===== src/rtl/serial_receiver.sv =====
// Framed serial-to-parallel receiver: start bit, WIDTH data bits LSB first,
// even-parity bit and stop bit, delivering good words on a valid/ready port.
module serial_receiver #(
    parameter int WIDTH = 8
) (
    input  logic             clock,
    input  logic             reset,
    input  logic             serial_in,
    input  logic             data_ready,
    output logic [WIDTH-1:0] data_out,
    output logic             data_valid,
    output logic             parity_error,
    output logic             framing_error,
    output logic             overrun
);

    localparam int CW = $clog2(WIDTH) + 1;

    typedef enum logic [1:0] {
        IDLE   = 2'd0,
        DATA   = 2'd1,
        PARITY = 2'd2,
        STOP   = 2'd3
    } state_t;

    state_t           state, state_next;
    logic [CW-1:0]    count, count_next;
    logic [WIDTH-1:0] shift, shift_next;
    logic             parity_bit, parity_bit_next;

    logic stop_edge;
    logic frame_framing_bad;
    logic frame_parity_bad;
    logic frame_good;
    logic load_word;
    logic drop_word;
    logic accept;

    // Output handshake: a word moves to the consumer on every edge where
    // data_valid && data_ready; data_valid drops afterwards unless that same
    // edge loads a fresh word, in which case it stays high with the new data.
    assign accept = data_valid && data_ready;

    // Frame evaluation on the STOP edge: a high stop bit beats bad parity.
    assign stop_edge         = (state == STOP);
    assign frame_framing_bad = stop_edge && serial_in;
    assign frame_parity_bad  = stop_edge && !serial_in && (parity_bit != ^shift);
    assign frame_good        = stop_edge && !serial_in && (parity_bit == ^shift);
    assign load_word         = frame_good && (!data_valid || data_ready);
    assign drop_word         = frame_good && data_valid && !data_ready;

    always_ff @(posedge clock) begin
        if (reset) begin
            state      <= IDLE;
            count      <= '0;
            shift      <= '0;
            parity_bit <= 1'b0;
        end else begin
            state      <= state_next;
            count      <= count_next;
            shift      <= shift_next;
            parity_bit <= parity_bit_next;
        end
    end

    always_comb begin
        state_next      = state;
        count_next      = count;
        shift_next      = shift;
        parity_bit_next = parity_bit;
        case (state)
            IDLE: begin
                if (serial_in) begin
                    state_next = DATA;
                    count_next = '0;
                end
            end
            DATA: begin
                // LSB arrives first, so shifting in from the top leaves d[0] at bit 0.
                shift_next = {serial_in, shift[WIDTH-1:1]};
                if (count == CW'(WIDTH - 1)) begin
                    state_next = PARITY;
                    count_next = '0;
                end else begin
                    count_next = count + 1'b1;
                end
            end
            PARITY: begin
                parity_bit_next = serial_in;
                state_next      = STOP;
            end
            STOP: begin
                state_next = IDLE;
            end
            default: begin
                state_next = IDLE;
                count_next = '0;
            end
        endcase
    end

    always_ff @(posedge clock) begin
        if (reset) begin
            data_out      <= '0;
            data_valid    <= 1'b0;
            parity_error  <= 1'b0;
            framing_error <= 1'b0;
            overrun       <= 1'b0;
        end else begin
            parity_error  <= frame_parity_bad;
            framing_error <= frame_framing_bad;
            overrun       <= drop_word;
            if (load_word) begin
                data_out   <= shift;
                data_valid <= 1'b1;
            end else if (accept) begin
                data_valid <= 1'b0;
            end
        end
    end

endmodule


===== config.mk =====
export PLATFORM = sky130hd
export DESIGN_NAME = serial_receiver
export DESIGN_NICKNAME = d
export VERILOG_FILES = /design/src/rtl/serial_receiver.sv
export SDC_FILE = /design/constraint.sdc
export NUM_CORES = 1
export LEC_CHECK = 0
export CAP_MARGIN = 5
export CORE_UTILIZATION = 30
export DETAILED_ROUTE_END_ITERATION = 7
export PLACE_DENSITY = 0.47
export SKIP_CTS_REPAIR_TIMING = 1
export SYNTH_ARGS = -nofsm -noshare
export SYNTH_HDL_FRONTEND = slang
export SYNTH_SLANG_ARGS = --single-unit

===== constraint.sdc =====
create_clock -name clock -period 3.7 [get_ports clock]
set_input_delay 0.555 -clock clock [delete_from_list [all_inputs] [get_ports clock]]
set_output_delay 0.555 -clock clock [all_outputs]
set_load 0.005 [all_outputs]

# Word level (Yosys, flattened, before mapping)
# Index checks and enable logic that the tools add are counted.
# totals
ff_bits	27
inputBits	4
output_inout_bits	12
# classes
n_addsub	1
n_eq_ne	8
n_mux	8
reduce_logical	18
# op_table
cell	n
$logic_and 1x1->1	8
$mux 4	2
$pmux 2 s4	1
$pmux 4 s2	1
$reduce_xor 8->1	1
$add 4x1->4 const B	1
$eq 2x2->1 const B	2
$eq 4x3->1 const B	1
$mux 2	2
$ne 2x2->1 const B	2
$reduce_and 2->1	2
$reduce_bool 2->1	2
$logic_not 1->1	3
$eq 2x1->1 const B	1
$logic_not 2->1	1
$mux 1	2
$eq 1x1->1	1
$logic_or 1x1->1	1
$ne 1x1->1	1

# Logic depth before layout (Yosys ltp)
# depth
ltp_word	5
depth_mapped	7

# Worst setup path after synthesis
# No wires, ideal clock.
# synth_timing
kind	reg-to-reg
from	register shift[0]
to	register data_out[0]
arrival_ns	1.527
t_required_ns	3.628
path_slack_ns	2.101
path_stages_with_launch	5
path_buffers	0
synth_period_minus_slack_ns	1.599
path_cell_list	dfxtp_1 > xnor3_1 > nand4bb_1 > mux2i_4 > mux2i_1
# synth_between
elab_chain_len	4
# synth_rtl
item	line_no	text
start, declared	28	logic [WIDTH-1:0] shift, shift_next;
start signal, assigned	61	shift <= shift_next;
$reduce_xor 8->1	48	assign frame_good = stop_edge && !serial_in && (parity_bit == ^shift);
$eq 1x1->1	48	
$logic_and 1x1->1	48	
$logic_and 1x1->1	49	assign load_word = frame_good && (!data_valid || data_ready);
end signal, assigned	114	data_out <= shift;
end, declared	10	output logic [WIDTH-1:0] data_out,
# Several ways; a longest one is shown, not always the timed one.
# A chain may end at the register's enable or synchronous reset.

==> reports/qor.csv <==
stage,metric,value,unit
critical_path,critical path data required time,3.89,ns
grt,Total GRT Usage,11.23,%
power,VDD IR max,0.2479,mV
clock_network,CTS Sinks,27,
finish,area growth from synthesis to layout,19.98,%
sta,final period utilization,52.05,%
clock_network,CTS Buffer Depth,2,
sta,max frequency,519.2,MHz
route,drt first pass iters,5,
clock_network,CTS H-tree lvls,1,
critical_path,Setup crit start kind,input pin,
clock_network,Root Driver,clkbuf_8,
logic_synthesis,post-synth top area share,42.94,%
clock_network,CTS buffer count,3,
finish,register area,540.5,µm²
finish,layout cells sized above 1,5.797,%
logic_synthesis,Avg Inst Size Synth,10.32,µm²
critical_path,Crit Path Class,input pin to flop,
grt,GRT Residual Overflow,0,
floorplan,Initial Util,31.47,%
clock_network,TritonCTS clock tree,done,
floorplan,IO Pins,16,
finish,final core utilization,37.75,%
floorplan,die height,66.78,µm
sta,fin. max-slew vios,0,
grt,global-route wire length before repair,3698,µm
sta,RSZ-0062 raised after global routing,false,
route,DR iter-0 viols,43,
placed_design,dpl hpwl,1516,µm
power,leakage power,0.5418,nW
sta,Slew HR,54.36,%
sta,worst setup margin,1.774,ns
logic_synthesis,register area share after synthesis,42.94,%
grt,initial antenna violation count,0,
sta,TNS Setup,0,ns
finish,"most common cell after layout, fill and taps aside",dfxtp_1,
hold_path,hold crit path type,flop to flop,
logic_synthesis,Synth area leader,dfxtp_1,
power,Cell Pwr Density,503.8,nW/µm²
route,DRC errors left,0,
clock_network,clk slew on worst S/H paths,0.10,ns
logic_synthesis,distinct cell type count after synthesis,31,
route,WL/cell,11.71,µm
logic_synthesis,Post-Syn Area,1259,µm²
finish,area of the multi-input gates,695.7,µm²
status,outcome,"finished, final reports clean",
route,DRT met1 WL,1115,µm
route,Post-Route WL,2201,µm
route,top routing layer in use,met4,
placed_design,Setup WS pre-CTS,1.484,ns
route,via count,866,
placed_design,GP Congestion,0.8334,
finish,Final nets,149,
floorplan,Rows,23,
route,Final ANT Viol Nets,0,
logic_synthesis,post-synth net total,132,
critical_path,critical path capture point type,flop,
run,max_cap viols,0,
power,overall power after layout,760.8,µW
sta,final worst clock skew,0.006954,ns
sta,final setup fails,0,
logic_synthesis,Yosys warnings,0,
route,metal2 WL,999,µm
logic_synthesis,Syn Inst Count,122,
critical_path,CP Max Fanout,21,
finish,fill count,396,
logic_synthesis,synth top area cells,"dfxtp_1 (43%), mux2i_1 (15%), nand2b_1 (8.0%)",
placed_design,port bufs,15,
finish,Antenna Diode Count,0,
floorplan,Die Wd,66.78,µm
floorplan,Core Area,4000,µm²
clock_network,clock latency on the worst-skew pair,0.27,ns
route,metal3 WL,64,µm
floorplan,die area,4459,µm²
grt,largest net degree at the start of global routing,22,
logic_synthesis,Synth Register Bits,27,
critical_path,Crit path arrival time,2.11,ns
finish,most frequent cells in the layout,"dfxtp_1 (27), mux2i_1 (19), nand2b_1 (16), nor2_1 (15), clkdlybuf4s50_1 (15)",
sta,crit path time final,1.926,ns
sta,Least-Margin Pin Slew,0.6825,ns
grt,vias in the first global route,824,
route,Via-to-Cell Ratio,4.606,
sta,Final Hold Fails,0,
[critical path, cell delays in order]
cell and delay [ns]:
clkdlybuf4s50_1 0.77, or3b_2 0.62, nor3_1 0.17
[sequential cells by signal (all words and copies together) (netlist names)]
register	flops
data_out	8
shift	8
count	4
state	2
data_valid	1
framing_error	1
overrun	1
parity_bit	1
parity_error	1
[power breakdown]
part           switching (mW)  internal (mW)
clock network          0.0951         0.0755
logic                   0.130          0.119
registers              0.0248          0.316
total                   0.250          0.510
[layout make-up]
cell class / count / area share, %
Multi-Input combinational cell: 89 / 46.06
Timing Repair Buffer: 16 / 10.44
Clock inverter: 1 / 0.3314
Clock buffer: 3 / 2.734
Inverter: 2 / 0.4971
Sequential cell: 27 / 35.79
Tap cell: 50 / 4.142
[kinds of logic (layout without fill, tap and decap cells)]
kind of cell,after synthesis,after routing,synth area share [%]
buffers and inverters,6,22,1.790
AO/OA/AOI/OAI,8,8,3.678
XOR/XNOR,7,7,7.157
flip-flops,27,27,42.94
multiplexers,20,20,16.90
AND/OR/NAND/NOR,48,48,21.57
adder cells (fa/ha/maj),6,6,5.964
[routing by layer]
metal  vias up  track usage [%]
met5         -                0
met4         0            4.787
met3         2            2.055
met2        12            18.31
met1       406            14.33
li1        446                -
[cells in the mapped netlist, drive strengths merged]
cell type,number
a211oi,1
a21oi,4
and3b,1
buf,2
clkbuf,2
dfxtp,27
ha,6
inv,2
mux2i,20
nand2,3
nand2b,16
nand3,1
nand3b,1
nand4b,1
nand4bb,1
nor2,15
nor2b,2
nor3,2
nor3b,1
nor4bb,1
o21a,1
o21ai,1
o22ai,1
or2b,1
or3,1
or3b,1
xnor2,3
xnor3,2
xor2,2
[per-stage QoR]
step	area (µm²)	instances	hold WS, ns
global placement	1464	184	0.4572
finish	1510	188	0.4742
global route	1510	188	0.5039
detailed placement	1464	184	0.4636
CTS	1510	188	0.4807
floorplan	1259	122	0.4628
[path summary, 6_finish.rpt]
kind         slack [ns]         from  depth (start not counted)          end
max                1.77        reset                          3      overrun
min                0.47  data_out[6]                          2  data_out[6]
min reg2reg        0.47  data_out[6]                          2  data_out[6]
max reg2reg        1.78     state[1]                          5     count[0]
(Power assumes the default switching activity.)
